**config.mk**
```make
export PLATFORM = sky130hd
export DESIGN_NAME = uart_tx_mmio_flat
export DESIGN_NICKNAME = d
export VERILOG_FILES = /design/src/rtl/uart_tx_mmio_if.sv /design/src/rtl/uart_tx_mmio.sv /design/src/flat_wrapper.sv
export SDC_FILE = /design/constraint.sdc
export NUM_CORES = 1
export LEC_CHECK = 0
export CORE_UTILIZATION = 52
export DETAILED_ROUTE_END_ITERATION = 12
export MAX_ROUTING_LAYER = met4
export PLACE_DENSITY = 0.81
export RECOVER_POWER = 100
export SLEW_MARGIN = 25
export SYNTH_ARGS = -nofsm -noshare
export SYNTH_HDL_FRONTEND = slang
export SYNTH_SLANG_ARGS = --single-unit
export TNS_END_PERCENT = 1
```
**constraint.sdc**
```tcl
create_clock -name clk -period 3.4 [get_ports clk]
set_input_delay 0.51 -clock clk [delete_from_list [all_inputs] [get_ports clk]]
set_output_delay 0.51 -clock clk [all_outputs]
set_load 0.1 [all_outputs]
```
**src/rtl/uart_tx_mmio_if.sv**
```systemverilog
// CPU data-memory port as seen by the memory-mapped UART transmitter.
// Load/store strobes and data come from the core; read data and window hit go back.
interface uart_tx_mmio_if;
  logic [31:0] bus_addr;
  logic        bus_read;
  logic [3:0]  bus_write;
  logic [31:0] bus_wdata;
  logic [31:0] bus_rdata;
  logic        bus_hit;

  modport master (
    output bus_addr, bus_read, bus_write, bus_wdata,
    input  bus_rdata, bus_hit
  );

  modport slave (
    input  bus_addr, bus_read, bus_write, bus_wdata,
    output bus_rdata, bus_hit
  );
endinterface

```
**src/rtl/uart_tx_mmio.sv**
```systemverilog
// Memory-mapped 8N1 UART transmitter: 16-byte register window, TX FIFO and bit serializer.
// Status reads are combinational so single-cycle loads complete in the same cycle.
module uart_tx_mmio #(
  parameter logic [31:0] BASE_ADDR  = 32'h0000_F000,
  parameter int          CLK_DIV    = 16,
  parameter int          FIFO_DEPTH = 8
) (
  input  logic           clk,
  input  logic           rst,
  uart_tx_mmio_if.slave  bus,
  output logic           tx,
  output logic           irq
);

  localparam int              PTR_W     = (FIFO_DEPTH > 1) ? $clog2(FIFO_DEPTH) : 1;
  localparam int              LVL_W     = PTR_W + 1;
  localparam logic [15:0]     BIT_LAST  = 16'(CLK_DIV - 1);
  localparam logic [LVL_W-1:0] DEPTH_LVL = LVL_W'(FIFO_DEPTH);

  typedef enum logic [1:0] {
    S_IDLE  = 2'd0,
    S_START = 2'd1,
    S_DATA  = 2'd2,
    S_STOP  = 2'd3
  } state_t;

  state_t           state_r, state_s;
  logic [7:0]       shift_r, shift_s;
  logic [15:0]      cnt_r, cnt_s;
  logic [2:0]       bit_idx_r, bit_idx_s;
  logic             tx_r, tx_s;
  logic             pop_s;

  logic [7:0]       mem_r [FIFO_DEPTH];
  logic [PTR_W-1:0] wr_ptr_r, rd_ptr_r;
  logic [LVL_W-1:0] level_r;
  logic             ovf_r;
  logic             enable_r, irq_en_r;

  logic             hit_s, wr_ok_s, full_s, empty_s, busy_s;
  logic             push_req_s, push_s, ovf_set_s, ovf_clr_s, ctrl_wr_s;
  logic [1:0]       sel_s;
  logic [31:0]      rdata_s;
  logic             unused_s;

  assign hit_s      = (bus.bus_addr[31:4] == BASE_ADDR[31:4]);
  assign sel_s      = bus.bus_addr[3:2];
  assign wr_ok_s    = hit_s & bus.bus_write[0] & (bus.bus_addr[1:0] == 2'b00);
  assign full_s     = (level_r == DEPTH_LVL);
  assign empty_s    = (level_r == {LVL_W{1'b0}});
  assign busy_s     = (state_r != S_IDLE);

  // Fullness is judged at the start of the cycle, so a same-cycle pop never rescues a push.
  assign push_req_s = wr_ok_s & (sel_s == 2'd0);
  assign push_s     = push_req_s & ~full_s;
  assign ovf_set_s  = push_req_s & full_s;
  assign ovf_clr_s  = wr_ok_s & (sel_s == 2'd1) & bus.bus_wdata[3];
  assign ctrl_wr_s  = wr_ok_s & (sel_s == 2'd2);

  assign unused_s   = ^{bus.bus_write[3:1], bus.bus_wdata[31:8]};

  // Combinational register read mux, zero outside a qualified load.
  always_comb begin
    rdata_s = 32'h0000_0000;
    if (hit_s & bus.bus_read) begin
      case (sel_s)
        2'd1:    rdata_s = {20'h0_0000, 4'(level_r), 4'h0, ovf_r, busy_s, empty_s, full_s};
        2'd2:    rdata_s = {30'h0000_0000, irq_en_r, enable_r};
        default: rdata_s = 32'h0000_0000;
      endcase
    end else begin
      rdata_s = 32'h0000_0000;
    end
  end

  assign bus.bus_rdata = rdata_s;
  assign bus.bus_hit   = hit_s;

  // FIFO storage array; contents need no reset because level gates every read.
  always_ff @(posedge clk) begin
    if (push_s) begin
      mem_r[wr_ptr_r] <= bus.bus_wdata[7:0];
    end
  end

  // FIFO pointers, occupancy and sticky overflow flag.
  always_ff @(posedge clk) begin
    if (rst) begin
      wr_ptr_r <= {PTR_W{1'b0}};
      rd_ptr_r <= {PTR_W{1'b0}};
      level_r  <= {LVL_W{1'b0}};
      ovf_r    <= 1'b0;
    end else begin
      if (push_s) begin
        wr_ptr_r <= wr_ptr_r + PTR_W'(1);
      end
      if (pop_s) begin
        rd_ptr_r <= rd_ptr_r + PTR_W'(1);
      end
      case ({push_s, pop_s})
        2'b10:   level_r <= level_r + LVL_W'(1);
        2'b01:   level_r <= level_r - LVL_W'(1);
        default: level_r <= level_r;
      endcase
      if (ovf_set_s) begin
        ovf_r <= 1'b1;
      end else if (ovf_clr_s) begin
        ovf_r <= 1'b0;
      end
    end
  end

  // Control register.
  always_ff @(posedge clk) begin
    if (rst) begin
      enable_r <= 1'b0;
      irq_en_r <= 1'b0;
    end else if (ctrl_wr_s) begin
      enable_r <= bus.bus_wdata[0];
      irq_en_r <= bus.bus_wdata[1];
    end
  end

  // Serializer state and registered line driver.
  always_ff @(posedge clk) begin
    if (rst) begin
      state_r   <= S_IDLE;
      shift_r   <= 8'h00;
      cnt_r     <= 16'h0000;
      bit_idx_r <= 3'd0;
      tx_r      <= 1'b1;
    end else begin
      state_r   <= state_s;
      shift_r   <= shift_s;
      cnt_r     <= cnt_s;
      bit_idx_r <= bit_idx_s;
      tx_r      <= tx_s;
    end
  end

  // Next-state logic; tx is derived from the next state so the line changes with the state.
  always_comb begin
    state_s   = state_r;
    shift_s   = shift_r;
    cnt_s     = cnt_r;
    bit_idx_s = bit_idx_r;
    pop_s     = 1'b0;
    tx_s      = 1'b1;
    case (state_r)
      S_IDLE: begin
        if (enable_r & ~empty_s) begin
          pop_s   = 1'b1;
          shift_s = mem_r[rd_ptr_r];
          cnt_s   = BIT_LAST;
          state_s = S_START;
        end else begin
          state_s = S_IDLE;
        end
      end
      S_START: begin
        if (cnt_r == 16'h0000) begin
          cnt_s     = BIT_LAST;
          bit_idx_s = 3'd0;
          state_s   = S_DATA;
        end else begin
          cnt_s = cnt_r - 16'h0001;
        end
      end
      S_DATA: begin
        if (cnt_r == 16'h0000) begin
          cnt_s   = BIT_LAST;
          shift_s = {1'b0, shift_r[7:1]};
          if (bit_idx_r == 3'd7) begin
            state_s = S_STOP;
          end else begin
            bit_idx_s = bit_idx_r + 3'd1;
          end
        end else begin
          cnt_s = cnt_r - 16'h0001;
        end
      end
      S_STOP: begin
        if (cnt_r == 16'h0000) begin
          state_s = S_IDLE;
        end else begin
          cnt_s = cnt_r - 16'h0001;
        end
      end
      default: begin
        state_s = S_IDLE;
      end
    endcase
    case (state_s)
      S_START: tx_s = 1'b0;
      S_DATA:  tx_s = shift_s[0];
      default: tx_s = 1'b1;
    endcase
  end

  assign tx  = tx_r;
  assign irq = irq_en_r & empty_s & ~busy_s;

endmodule
```
**src/flat_wrapper.sv**
```systemverilog
// flat-port wrapper written by rule: the top's interface ports become plain ports
module uart_tx_mmio_flat 
#(
  parameter logic [31:0] BASE_ADDR  = 32'h0000_F000,
  parameter int          CLK_DIV    = 16,
  parameter int          FIFO_DEPTH = 8
)
  (clk, rst, tx, irq, bus_bus_addr, bus_bus_read, bus_bus_write, bus_bus_wdata, bus_bus_rdata, bus_bus_hit);
  uart_tx_mmio_if bus_i ();
  input  logic clk;
  input  logic rst;
  output logic tx;
  output logic irq;
  input wire logic [$bits(bus_i.bus_addr)-1:0] bus_bus_addr;
  input wire logic [$bits(bus_i.bus_read)-1:0] bus_bus_read;
  input wire logic [$bits(bus_i.bus_write)-1:0] bus_bus_write;
  input wire logic [$bits(bus_i.bus_wdata)-1:0] bus_bus_wdata;
  output wire logic [$bits(bus_i.bus_rdata)-1:0] bus_bus_rdata;
  output wire logic [$bits(bus_i.bus_hit)-1:0] bus_bus_hit;
  assign bus_i.bus_addr = bus_bus_addr;
  assign bus_i.bus_read = bus_bus_read;
  assign bus_i.bus_write = bus_bus_write;
  assign bus_i.bus_wdata = bus_bus_wdata;
  assign bus_bus_rdata = bus_i.bus_rdata;
  assign bus_bus_hit = bus_i.bus_hit;
  uart_tx_mmio #(.BASE_ADDR(BASE_ADDR), .CLK_DIV(CLK_DIV), .FIFO_DEPTH(FIFO_DEPTH)) u_core (.clk(clk), .rst(rst), .bus(bus_i), .tx(tx), .irq(irq));
endmodule
```
======== Word level (Yosys, flattened, before mapping) ========
Memory sizes are Yosys's and may differ from the RTL's. A register that Yosys moved wholly into a read port is not among the register bits.
Index checks and enable logic that the tools add are counted.
word-level totals
  output and inout port bits .............. 35
  RAM bits ................................ 64
  memories kept ........................... 1
  register bits ........................... 43
  logic and storage cells ................. 94
operators by class
  bitwise logic cells ..................... 15
  equal/unequal tests ..................... 17
  mux-type cells .......................... 29
  add/sub/neg operators ................... 6
  reductions and logical operators ........ 14
memory list
  memory        depth  width  read ports  clocked after Yosys merged registers in  write ports  line                source
  u_core.mem_r  8      8      1           1                                        1            uart_tx_mmio.sv:34  logic [7:0] mem_r [FIFO_DEPTH];
operators by type and width
  kind                                                                      number
  16-bit 2-to-1 mux                                                         3
  16-bit one-hot mux with 3 select lines                                    1
  28-bit by 12-bit equality test with 1-bit output (second input constant)  1
  12-bit one-hot mux with 2 select lines                                    1
  16-bit logical NOT                                                        1
  8-bit 2-to-1 mux                                                          2
  8-bit one-hot mux with 2 select lines                                     1
  16-bit by 1-bit subtractor with 16-bit output (second input constant)     1
  3-bit 2-to-1 mux                                                          5
  1-bit AND                                                                 12
  12-bit 2-to-1 mux                                                         1
  2-bit equality test (second input constant)                               5
  2-bit nonzero test                                                        5
  3-bit by 1-bit adder with 3-bit output (second input constant)            3
  2-bit by 1-bit equality test with 1-bit output (second input constant)    4
  2-bit 2-to-1 mux                                                          4
  2-bit one-hot mux with 4 select lines                                     1
  4-bit one-hot mux with 2 select lines                                     1
  1-bit 2-to-1 mux                                                          7
  2-bit logical NOT                                                         3
  2-bit by 1-bit inequality test with 1-bit output (second input constant)  3
  3-bit one-hot mux with 2 select lines                                     1
  4-bit by 1-bit adder with 4-bit output (second input constant)            1
  4-bit equality test (second input constant)                               1
  10 further kinds                                                          13

======== Longest topological paths before layout ========
  depth after elaboration ................. 7
  mapped depth ............................ 12

======== Least setup slack after synthesis ========
OpenSTA, ideal clock, no wires.
  path type ............................... input port to output port
  start ................................... input bus_bus_addr[17]
  end ..................................... output bus_bus_rdata[2]
  path buffers ............................ 0
  data arrival time ....................... 4.087 ns
  setup slack ............................. -1.197 ns
  stages .................................. 5
  path through ............................ nor4b_1 > nand4_1 > nor2_1 > and3_1 > nor2b_1
on the way
  cells in the longest elaborated chain, start to end .. 3
ends and longest elaborated chain
  element                                           line                source
  start, declared                                   flat_wrapper.sv:14  input wire logic [$bits(bus_i.bus_addr)-1:0] bus_bus_addr;
  28-bit by 12-bit equality test with 1-bit output  uart_tx_mmio.sv:46  assign hit_s = (bus.bus_addr[31:4] == BASE_ADDR[31:4]);
  via bus_bus_hit                                   flat_wrapper.sv:19  output wire logic [$bits(bus_i.bus_hit)-1:0] bus_bus_hit;
  1-bit AND                                         uart_tx_mmio.sv:65  if (hit_s & bus.bus_read) begin
  12-bit 2-to-1 mux                                 uart_tx_mmio.sv:65
  end, declared                                     flat_wrapper.sv:18  output wire logic [$bits(bus_i.bus_rdata)-1:0] bus_bus_rdata;
The timed path passes the listed nets, and every way through them passes these cells.

======== Worst setup path after layout ========
  start ................................... input bus_bus_addr[23]
  end ..................................... register u_core.level_r[2]
on the way
  cells in the longest elaborated chain, start to end .. 7
  elaborated cells on any way between the ends .. 9
  those cells by class .................... eq/ne: 3; mux: 1; bitwise: 4; reduce/logical: 1
ends and longest elaborated chain
  element                                                                                       line                 source
  28-bit by 12-bit equality test with 1-bit output (*)                                          uart_tx_mmio.sv:46
  1-bit AND (*) (2 in series)                                                                   uart_tx_mmio.sv:48   assign wr_ok_s = hit_s & bus.bus_write[0] & (bus.bus_addr[1:0] == 2'b00);
  1-bit AND (*)                                                                                 uart_tx_mmio.sv:54   assign push_req_s = wr_ok_s & (sel_s == 2'd0);
  1-bit AND (*)                                                                                 uart_tx_mmio.sv:55   assign push_s = push_req_s & ~full_s;
  2-bit by 1-bit equality test with 1-bit output / 2-bit equality test (equally long branches)  uart_tx_mmio.sv:100  case ({push_s, pop_s})
  4-bit one-hot mux with 2 select lines / 2-bit nonzero test (equally long branches)            n/a
  end signal, assigned                                                                          uart_tx_mmio.sv:101  2'b10: level_r <= level_r + LVL_W'(1);
  end signal, assigned                                                                          uart_tx_mmio.sv:102  2'b01: level_r <= level_r - LVL_W'(1);
  end signal, assigned                                                                          uart_tx_mmio.sv:103  default: level_r <= level_r;
  end, declared                                                                                 uart_tx_mmio.sv:36   logic [LVL_W-1:0] level_r;
Every way passes the cells marked *; elsewhere a longest branch is shown, timed or not.
A chain may end at the register's enable or synchronous reset.

==> flow_summary.ini <==
[clock_tree]
cts_made_buffers = 9
clk_pin_slew_ns = 0.10
cts_sinks = 110
cts_hold_buf = 0
cts-htree-levels = 3
cts_tree = built
clock_path_buffers = 2
post_cts_resize_count = 0
cts_setup_buffers = 0
clk-insertion-delay-late_ns = 0.37
clock-root-buffer = clkbuf_8

[yosys]
syn_avg_cell_area_um2 = 11.9
synth-simple-area-share = 0.120
ys_top_cells_by_area = edfxtp_1, dfxtp_1, mux4_2
synth-edff-count = 64
synth_top_family_by_area = simple AND/OR/NAND/NOR gates
synthFlopType = edfxtp_1
synth_compound_area_frac = 0.108
yosysTopAreaCell = edfxtp_1
synth_xor_area_frac = 0.0270
yosysWarnings = 0
async_flop_share = 0
synthAdderAreaFrac = 0.0361
ys_ff_latch = 110
synth.area.mux_share = 0.0997
syn_area_um2 = 5190
ys_seq_area_frac = 0.547
synth_top_area_share = 0.370
synth.distinct_cells = 59
synthCells = 435

[timing]
finClkSkew_ns = 0.0142
slew_violations = 0
fin_setup_tns_ns = 0
tightestPinTransition_ns = 1.21
setup_viol_count_final = 0
hold_viol = 0
rsz0062_at_grt = no
min_period_ns = 2.98
fin_crit_sh = 0.876
relSlewSlack = 0.189
max_freq_mhz = 336
whs_ns = 0.475
finalWorstSetupSlack_ns = 0.422

[route]
drtIter0Drc = 145
drcViolationCount = 0
wl_per_cell_um = 16.6
routed-wl-met2_mm = 5.50
routed_wl_mm = 10.5
wl_met1_mm = 4.49
viasPerCell = 5.69
top_layer_used = met4
postRouteAntennaNets = 0
drtPass1Iterations = 4
via_count = 3606
dr_wl_met3_um = 490

[die]
start_util = 0.534
coreArea_um2 = 9730
die_h_um = 102
die_w_um = 102
io_pins = 106
design.die.area_um2 = 10400
rows = 36

[setup_path]
critical_path_class = input pin to flip-flop
slowest_delay_ns = 0.42
critPathSlowestCell = clkdlybuf4s50_1
reg2regPathDepth = 7
required_ns = 3.71
r2r-start = u_core.cnt_r[0]
r2r_slack_ns = 0.48
crit_path_start_kind = input pin
end_kind = flip-flop
cp_max_fo = 5
worst_ep_arrival_time_ns = 3.29
crit_chain = clkdlybuf4s50_1 -> nor4_1 -> nand3_1 -> nor4_1 -> inv_1 -> ha_1 -> xor2_1 -> ha_1 -> a21oi_1 -> xor2_1 -> or3_1 -> a21oi_1
reg2reg_to = u_core.tx

[place]
place_area_um2 = 5960
gp_congestion = 0.861
hpwl_mm = 7.38
pre_cts_ws_ns = 0.0519
io_buffer_count = 54

[worst_hold_path]
hp-class = flip-flop to flip-flop
hold_path.startpoint = u_core.ovf_r
holdPathStages = 2
whs_endpoint = u_core.ovf_r

[flow_run]
max_cap_violations = 0

[status]
status = complete, no violations

[layout]
drive_gt1_frac = 0.116
final_common_cell = edfxtp_1
final_nets = 582
final_area_um2 = 6070
regArea_um2 = 2840
antennaDiodeCount = 0
fillCellCount = 741
layout_common_cells = edfxtp_1, dfxtp_1, nor2_1
multiInputGateArea_um2 = 2120
syn_to_final_growth_pct = 16.9

[power_and_ir_drop]
p_int_w = 0.00181
power_frac_clock = 0.338
power_frac_comb = 0.080
peakVddDrop_mv = 0.455
p_leak_nw = 2.10
switchingPower_w = 0.000607
switching_share = 0.251
cellPowerDensity_nw_per_um2 = 397
share_seq_of_total_power = 0.582

[grt]
gr-total-overflow = 0
grt_usage = 0.224
antenna_found_initial = 0
first_global_vias = 3555
grt_max_degree = 28
grt_pass1_wl_mm = 17.2
## layout make-up
cell class | count | share of cell area
Sequential cell | 110 | 0.468
Clock inverter | 7 | 0.0140
Tap cell | 133 | 0.0274
Multi-Input combinational cell | 289 | 0.349
Timing Repair Buffer | 71 | 0.111
Clock buffer | 9 | 0.0204
Inverter | 15 | 0.00927
## metrics by stage
step                      utilization  total power (W)  cells
after floorplan                     -          0.00159    458
after global placement          0.612          0.00163    618
after detailed placement        0.612          0.00163    618
after CTS                       0.634          0.00243    634
after global routing            0.624          0.00249    634
final                           0.624          0.00241    634
## power groups by stage
stage / Clock (W) / Sequential (W) / Combinational [W]
floorplan: 0 / 0.00144 / 0.000152
detailed placement: 0 / 0.00144 / 0.000194
CTS: 0.000829 / 0.00140 / 0.000194
global route: 0.000880 / 0.00140 / 0.000203
global placement: 0 / 0.00144 / 0.000191
finish: 0.000816 / 0.00140 / 0.000193
## synth_stat cells (7+ instances only)
cell and number:
clkbuf_1 14, inv_1 15, a21oi_1 18, mux2i_1 9
a22oi_1 10, mux4_2 15, nor3_1 8, nor4_1 12
nor2_1 44, nand2_1 18, or4_1 8, o21ai_1 7
mux2_2 7, ha_1 15, xnor2_1 10, buf_4 25
edfxtp_1 64, dfxtp_1 46
## registers in the layout, indices dropped and copies added, names as in the netlist, named ones only
register          count
u_core.rd_ptr_r       3
u_core.ovf_r          1
u_core.wr_ptr_r       3
u_core.enable_r       1
u_core.cnt_r         16
u_core.mem_r         64
u_core.tx             1
u_core.irq_en_r       1
u_core.level_r        4
u_core.shift_r        8
u_core.bit_idx_r      3
u_core.state_r        2
## kinds of logic (layout without fill, tap and decap cells)
| logic type | Yosys count | in the layout |
|---|---|---|
| DFF | 110 | 110 |
| xor gates and xnor gates | 16 | 16 |
| other | 1 | 24 |
| adders and majority gates | 15 | 15 |
| AOI/OAI and AO/OA | 78 | 78 |
| muxes | 32 | 32 |
| buffers and inverters | 59 | 102 |
| and+or+nand+nor | 124 | 124 |
## metal layers
layer,vias up,track usage
li1,1711,-
met1,1785,0.269
met2,104,0.374
met3,6,0.0588
met4,0,0.0648
met5,-,-
## worst max path at each step
stage	start	end	slack, ns	cells past startpoint
6_report	bus_bus_addr[23]	u_core.level_r[2]	0.42	12
5_1_grt	bus_bus_addr[23]	u_core.level_r[2]	0.14	12
4_1_cts	bus_bus_addr[16]	u_core.level_r[2]	0.41	12
3_5_place_dp	bus_bus_addr[16]	u_core.level_r[2]	0.05	12
3_3_place_gp	bus_bus_addr[16]	u_core.level_r[2]	0.12	12
2_1_floorplan	bus_bus_addr[17]	bus_bus_rdata[2]	0.13	5
## worst max-delay path: cells and delay by family
kind                     cells  cell delay, ns
XOR/XNOR                     2            0.25
adder cells (fa/ha/maj)      2            0.49
AO/OA/AOI/OAI                2            0.29
AND/OR/NAND/NOR              4            1.17
buffers and inverters        2            0.57
(Power assumes the default switching activity.)
==> RTL change 1, RTL diff (same settings) <==
Reset style: asynchronous (`rst`), changed in 3 clocked blocks.
--- a/src/rtl/uart_tx_mmio.sv
+++ b/src/rtl/uart_tx_mmio.sv
@@ -84,7 +84,7 @@
   end
 
   // FIFO pointers, occupancy and sticky overflow flag.
-  always_ff @(posedge clk) begin
+  always_ff @(posedge clk or posedge rst) begin
     if (rst) begin
       wr_ptr_r <= {PTR_W{1'b0}};
       rd_ptr_r <= {PTR_W{1'b0}};
@@ -111,7 +111,7 @@
   end
 
   // Control register.
-  always_ff @(posedge clk) begin
+  always_ff @(posedge clk or posedge rst) begin
     if (rst) begin
       enable_r <= 1'b0;
       irq_en_r <= 1'b0;
@@ -122,7 +122,7 @@
   end
 
   // Serializer state and registered line driver.
-  always_ff @(posedge clk) begin
+  always_ff @(posedge clk or posedge rst) begin
     if (rst) begin
       state_r   <= S_IDLE;
       shift_r   <= 8'h00;
Behaviour: differs if rst is asserted again (counterexample within 4 cycles, from zero or initial values and one cycle with rst high); with rst held inactive, the same outputs for 10 cycles.
==> RTL change 1 against the original RTL <==
Area after synthesis rose by 1.5%. Design area rose by 1.1%. Sequential share of layout area rose by 2.0 points. Power fell by 2.1%. Clock power fell by 2.7%. Sequential cell count fell by 3. Count of clock-buffer cells in the layout did not move. Setup slack got worse by 90 ps. Wire length fell by 5.5%. Critical endpoint is now bus_bus_rdata[10]. Largest power group unchanged.
==> RTL change 1: results (changes against the original RTL) <==
status=finished clean; Synth Flop Type=edfxtp_1; Top Registers=u_core.mem_r: 64 flops, u_core.cnt_r: 16 flops, u_core.shift_r: 8 flops; Crit Reg-Reg Endpoint=u_core.level_r[2]; Critical Path Max Stage Delay=between 400 and 500 ps; Max IR drop VDD=0.000331 V (-27%); Hold Path Class=flip-flop to flip-flop; WP data arrival=2560 ps (-730 ps); Root Driver=clkbuf_8; maximum root-to-sink buffer count=2 (unchanged); H-tree depth=3 (unchanged); gr usage total=0.214 (-0.0108); clock-pin slew on the worst setup and hold paths=100 ps (about the same); fill cell count=762 (+2.8%); Post-synth EDFFs=64 (unchanged); first-pass GRT wire length=16.2 mm (-5.3%); drt pass-1 iters=5 (+1); CP startpoint=bus_bus_addr[17]; ratio of cells with drive above 1 in the final layout=0.128 (+0.0121); Setup Skew=18.8 ps (+4.66 ps); Routed WL=9.95 mm (-5.5%); critical path's top delay family=simple AND/OR/NAND/NOR gates; post-cts resize count=0 (unchanged); Static Leak=2.42 nW (+15%); reg2reg start=u_core.level_r[1]; GR Overflow Total=0 (unchanged); Final #Nets=559 (-4.0%); CP endpoint=bus_bus_rdata[10]; Max Fanout on Critical Path=6 (+1); Avg Vias per Cell=5.65 (-0.62%); I/O Buffers=54 (unchanged); clock latency on the worst-skew pair=370 ps (about the same); largest net degree at the start of global routing=44 (+57%); gp weighted congestion=0.840 (-2.4%); yosys warns=0 (unchanged); R2R depth=11 (+4); postcts setup bufs=0 (unchanged); top area cells in the synthesized netlist=edfxtp_1, dfrtp_1, mux4_2, buf_4, ha_1; Post-synth ARST share=0.402 (+0.402); HP Start=u_core.shift_r[1]; dpl hpwl=7.20 mm (-2.5%); Seq/Total Area, Yosys=0.569 (+0.0216); Slew HR=0.230 (+0.0413); Worst path slowest cell=clkdlybuf4s50_1; Cell variety after synth=58 (-1.7%); top cells by count, synth=edfxtp_1, dfrtp_1, nor2_1, nand2_1, buf_4; switching share of total power=0.249 (-0.00196); antenna violations before repair=0 (unchanged); antenna fix cells=0 (unchanged); clock buffer count from CTS=9 (unchanged); Iter 0 DRT Violations=147 (+1.4%); vias in the first global route=3370 (-5.2%)
RTL change 1: cell count changes after synthesis, sizes merged, moves of 7 or more:
cell | unedited run | this run
o21ai | 11 | 18
dfrtp | 0 | 42
a22o | 0 | 12
dfxtp | 46 | 0
or4 | 8 | 1
a22oi | 10 | 1
nand2 | 18 | 26
nor2 | 44 | 27
clkbuf | 14 | 5
RTL change 1: worst min-delay path by stage:
stage / slack (ps) / cells after the start / to
finish: 520 / 1 / u_core.shift_r[1]
floorplan: 450 / 1 / u_core.cnt_r[15]
CTS: 520 / 1 / u_core.shift_r[1]
global placement: 470 / 1 / u_core.cnt_r[15]
detailed placement: 490 / 1 / u_core.shift_r[1]
global route: 540 / 1 / u_core.shift_r[1]
RTL change 1: through the flow:
stage	instance area (um2)	setup slack, ps	util	cells	power, mW
floorplan	5370	192	-	428	1.56
global placement	6020	268	0.613	595	1.60
detailed placement	6020	154	0.613	595	1.60
CTS	6220	406	0.633	610	2.38
global route	6140	153	0.625	610	2.45
finish	6140	332	0.625	610	2.36
RTL change 1: logic make-up (layout without fill, tap and decap cells):
group	Yosys count	count (layout)	share of synthesized area
simple gates	118	118	0.124
flops	107	107	0.569
compound gates	70	70	0.0892
buf+inv	51	100	0.0624
mux	34	34	0.104
fa+ha+maj	15	15	0.0356
xor+xnor	9	9	0.0150
other cells	1	24	0.000711
RTL change 1: cell type report:
class,count,area share
Timing Repair Buffer,71,0.114
Clock buffer,9,0.0202
Tap cell,133,0.0271
Sequential cell,107,0.488
Clock inverter,6,0.0130
Multi-Input combinational cell,270,0.329
Inverter,14,0.00856
RTL change 1: power groups by stage:
stage          registers [mW]  clock network (mW)  logic, mW
2_1_floorplan            1.41                   0      0.151
4_1_cts                  1.38               0.809      0.194
3_3_place_gp             1.41                   0      0.191
6_report                 1.38               0.794      0.191
5_1_grt                  1.38               0.866      0.202
3_5_place_dp             1.41                   0      0.193
RTL change 1: routing by layer:
metal,vias to the layer above,global-route usage,share of wire
met2,99,0.356,0.51
li1,1595,-,-
met4,0,0.0758,0.020
met1,1736,0.262,0.44
met3,18,0.0393,0.035
met5,-,-,0
==> RTL change 2, RTL diff (same flow settings) <==
Made on the original files. `CLK_DIV` is set to 16 in 2 places; all go to 8.
--- a/src/rtl/uart_tx_mmio.sv
+++ b/src/rtl/uart_tx_mmio.sv
@@ -2,7 +2,7 @@
 // Status reads are combinational so single-cycle loads complete in the same cycle.
 module uart_tx_mmio #(
   parameter logic [31:0] BASE_ADDR  = 32'h0000_F000,
-  parameter int          CLK_DIV    = 16,
+  parameter int          CLK_DIV    = 8,
   parameter int          FIFO_DEPTH = 8
 ) (
   input  logic           clk,
--- a/src/flat_wrapper.sv
+++ b/src/flat_wrapper.sv
@@ -2,7 +2,7 @@
 module uart_tx_mmio_flat 
 #(
   parameter logic [31:0] BASE_ADDR  = 32'h0000_F000,
-  parameter int          CLK_DIV    = 16,
+  parameter int          CLK_DIV    = 8,
   parameter int          FIFO_DEPTH = 8
 )
   (clk, rst, tx, irq, bus_bus_addr, bus_bus_read, bus_bus_write, bus_bus_wdata, bus_bus_rdata, bus_bus_hit);
Formal check against the unedited RTL: no difference found for any inputs over 10 cycles, from zero or initial values and one cycle with rst high; that may be too few to reach the edited logic, so the function may still have changed.
==> RTL change 2 against the original RTL <==
Area after synthesis shrank 0.51%. Count of clock-buffer cells in the layout is 1 higher. Synthesized cell count fell by 3.9%. Clock skew is 5.0 ps lower. Global-route usage shrank 0.52 points. Sequential cell count is the same. Via count decreased by 7.4%. Setup slack lost 23 ps. Power about the same. Worst hold slack got worse by 12 ps. Wire length decreased by 6.2%. Design area is 1.1% lower.
==> RTL change 2: results (changes against the original RTL) <==
status=finished clean; clock buffer count from CTS=9 (unchanged); antenna violations before repair=0 (unchanged); reg2reg start=u_core.cnt_r[2]; Worst path slowest cell=dlygate4sd3_1; Max Fanout on Critical Path=6 (+1); FF-to-FF setup slack=500 ps (+20 ps); post-cts resize count=0 (unchanged); WP data arrival=2490 ps (-800 ps); first-pass GRT wire length=16.2 mm (-5.4%); clock sink total=110 (unchanged); yosys warns=0 (unchanged); Critical Path Max Stage Delay=550 ps (+130 ps); H-tree depth=3 (unchanged); R2R depth=5 (-2); WHS Path Cells=2 (unchanged); Cell variety after synth=53 (-10%); top cells by count, synth=edfxtp_1, nor2_1, dfxtp_1, buf_4, nand2_1; dpl hpwl=7.01 mm (-5.0%); Routed WL=9.87 mm (-6.2%); antenna fix cells=0 (unchanged); Crit Reg-Reg Endpoint=u_core.cnt_r[5]; I/O Buffers=54 (unchanged); Post-synth ARST share=0 (unchanged); gr usage total=0.219 (-0.00516); Iter 0 DRT Violations=125 (-14%); Static Leak=2.08 nW (-0.67%); type of the worst setup path=primary input to primary output; maximum root-to-sink buffer count=2 (unchanged); HP Start=u_core.ovf_r; top area cells in the synthesized netlist=edfxtp_1, dfxtp_1, mux4_2, ha_1, nor2_1; gp weighted congestion=0.809 (-6.1%); ratio of cells with drive above 1 in the final layout=0.124 (+0.00820); Max IR drop VDD=0.000301 V (-34%); post-place setup slack=44.3 ps (-7.50 ps); Mapped Cells=418 (-3.9%); Root Driver=clkbuf_8; largest net degree at the start of global routing=20 (-29%); Worst-Margin Slew=1210 ps (-0.303 ps); post-synth top area cell=edfxtp_1; Avg Vias per Cell=5.41 (-4.9%); clock latency on the worst-skew pair=390 ps (+20 ps); Inst Count DP=601 (-2.8%); vias in the first global route=3293 (-7.4%); Setup Skew=9.14 ps (-5.01 ps); Routed wire per std cell=16.0 um (-3.6%); Seq/Total Area, Yosys=0.550 (+0.00278); Hold Path End=u_core.ovf_r; Final #Nets=566 (-2.7%)
-- RTL change 2: cell count changes after synthesis, sizes merged, moves of 4 or more --
cell,unedited run,this run
nand4,3,7
xnor2,10,3
clkbuf,14,8
inv,15,11
or4,8,1
xor2,6,16
nor2,44,52
-- RTL change 2: cells by family (layout without fill, tap and decap cells) --
logic type / Yosys count / after routing / synth area share
simple gates: 133 / 133 / 0.135
flops: 110 / 110 / 0.550
compound gates: 56 / 56 / 0.0823
buf+inv: 52 / 95 / 0.0627
mux: 31 / 31 / 0.0981
xor+xnor: 19 / 19 / 0.0322
fa+ha+maj: 16 / 16 / 0.0387
other cells: 1 / 24 / 0.000726
-- RTL change 2: worst max path at each step --
stage                           startpoint                 to  slack [ps]  cells past startpoint
after detailed placement  bus_bus_addr[19]  u_core.level_r[2]          40                     12
after global routing      bus_bus_addr[16]  u_core.level_r[2]         140                     12
after global placement    bus_bus_addr[19]  u_core.level_r[2]         130                     12
final                     bus_bus_addr[16]  bus_bus_rdata[11]         400                      8
after floorplan           bus_bus_addr[17]   bus_bus_rdata[0]         240                      5
after CTS                 bus_bus_addr[19]  u_core.level_r[2]         450                     12
-- RTL change 2: cell type report --
cell class,count,area [um2]
Tap cell,133,166
Sequential cell,110,2840
Inverter,11,41.3
Clock inverter,6,77.6
Multi-Input combinational cell,279,2080
Clock buffer,10,128
Timing Repair Buffer,68,673
Fill cell,786,3680
-- RTL change 2: layer usage --
metal  GRT usage  vias to the layer above  share of wire
met5           -                        -              0
met4      0.0669                        0          0.013
met3      0.0642                       14          0.047
met2       0.367                       87           0.51
met1       0.255                     1620           0.43
li1            -                     1617              -
-- RTL change 2: per-stage QoR --
step,utilization,instance area [um2],power (mW),hold slack (ps)
2_1_floorplan,-,5270,1.59,427
3_3_place_gp,0.606,5870,1.62,439
3_5_place_dp,0.606,5870,1.63,450
4_1_cts,0.627,6080,2.43,467
5_1_grt,0.620,6000,2.49,492
6_report,0.620,6000,2.41,463
-- RTL change 2: report_power, final --
part,internal (mW),switching [mW]
registers,1.40,0.0000000000269
logic,0.0465,0.144
clock network,0.355,0.462
-- RTL change 2: worst min-delay path, cell delays in order (launching register included) --
cell and delay [ps]:
dfxtp_1 330, nand2_1 50, a21oi_1 50
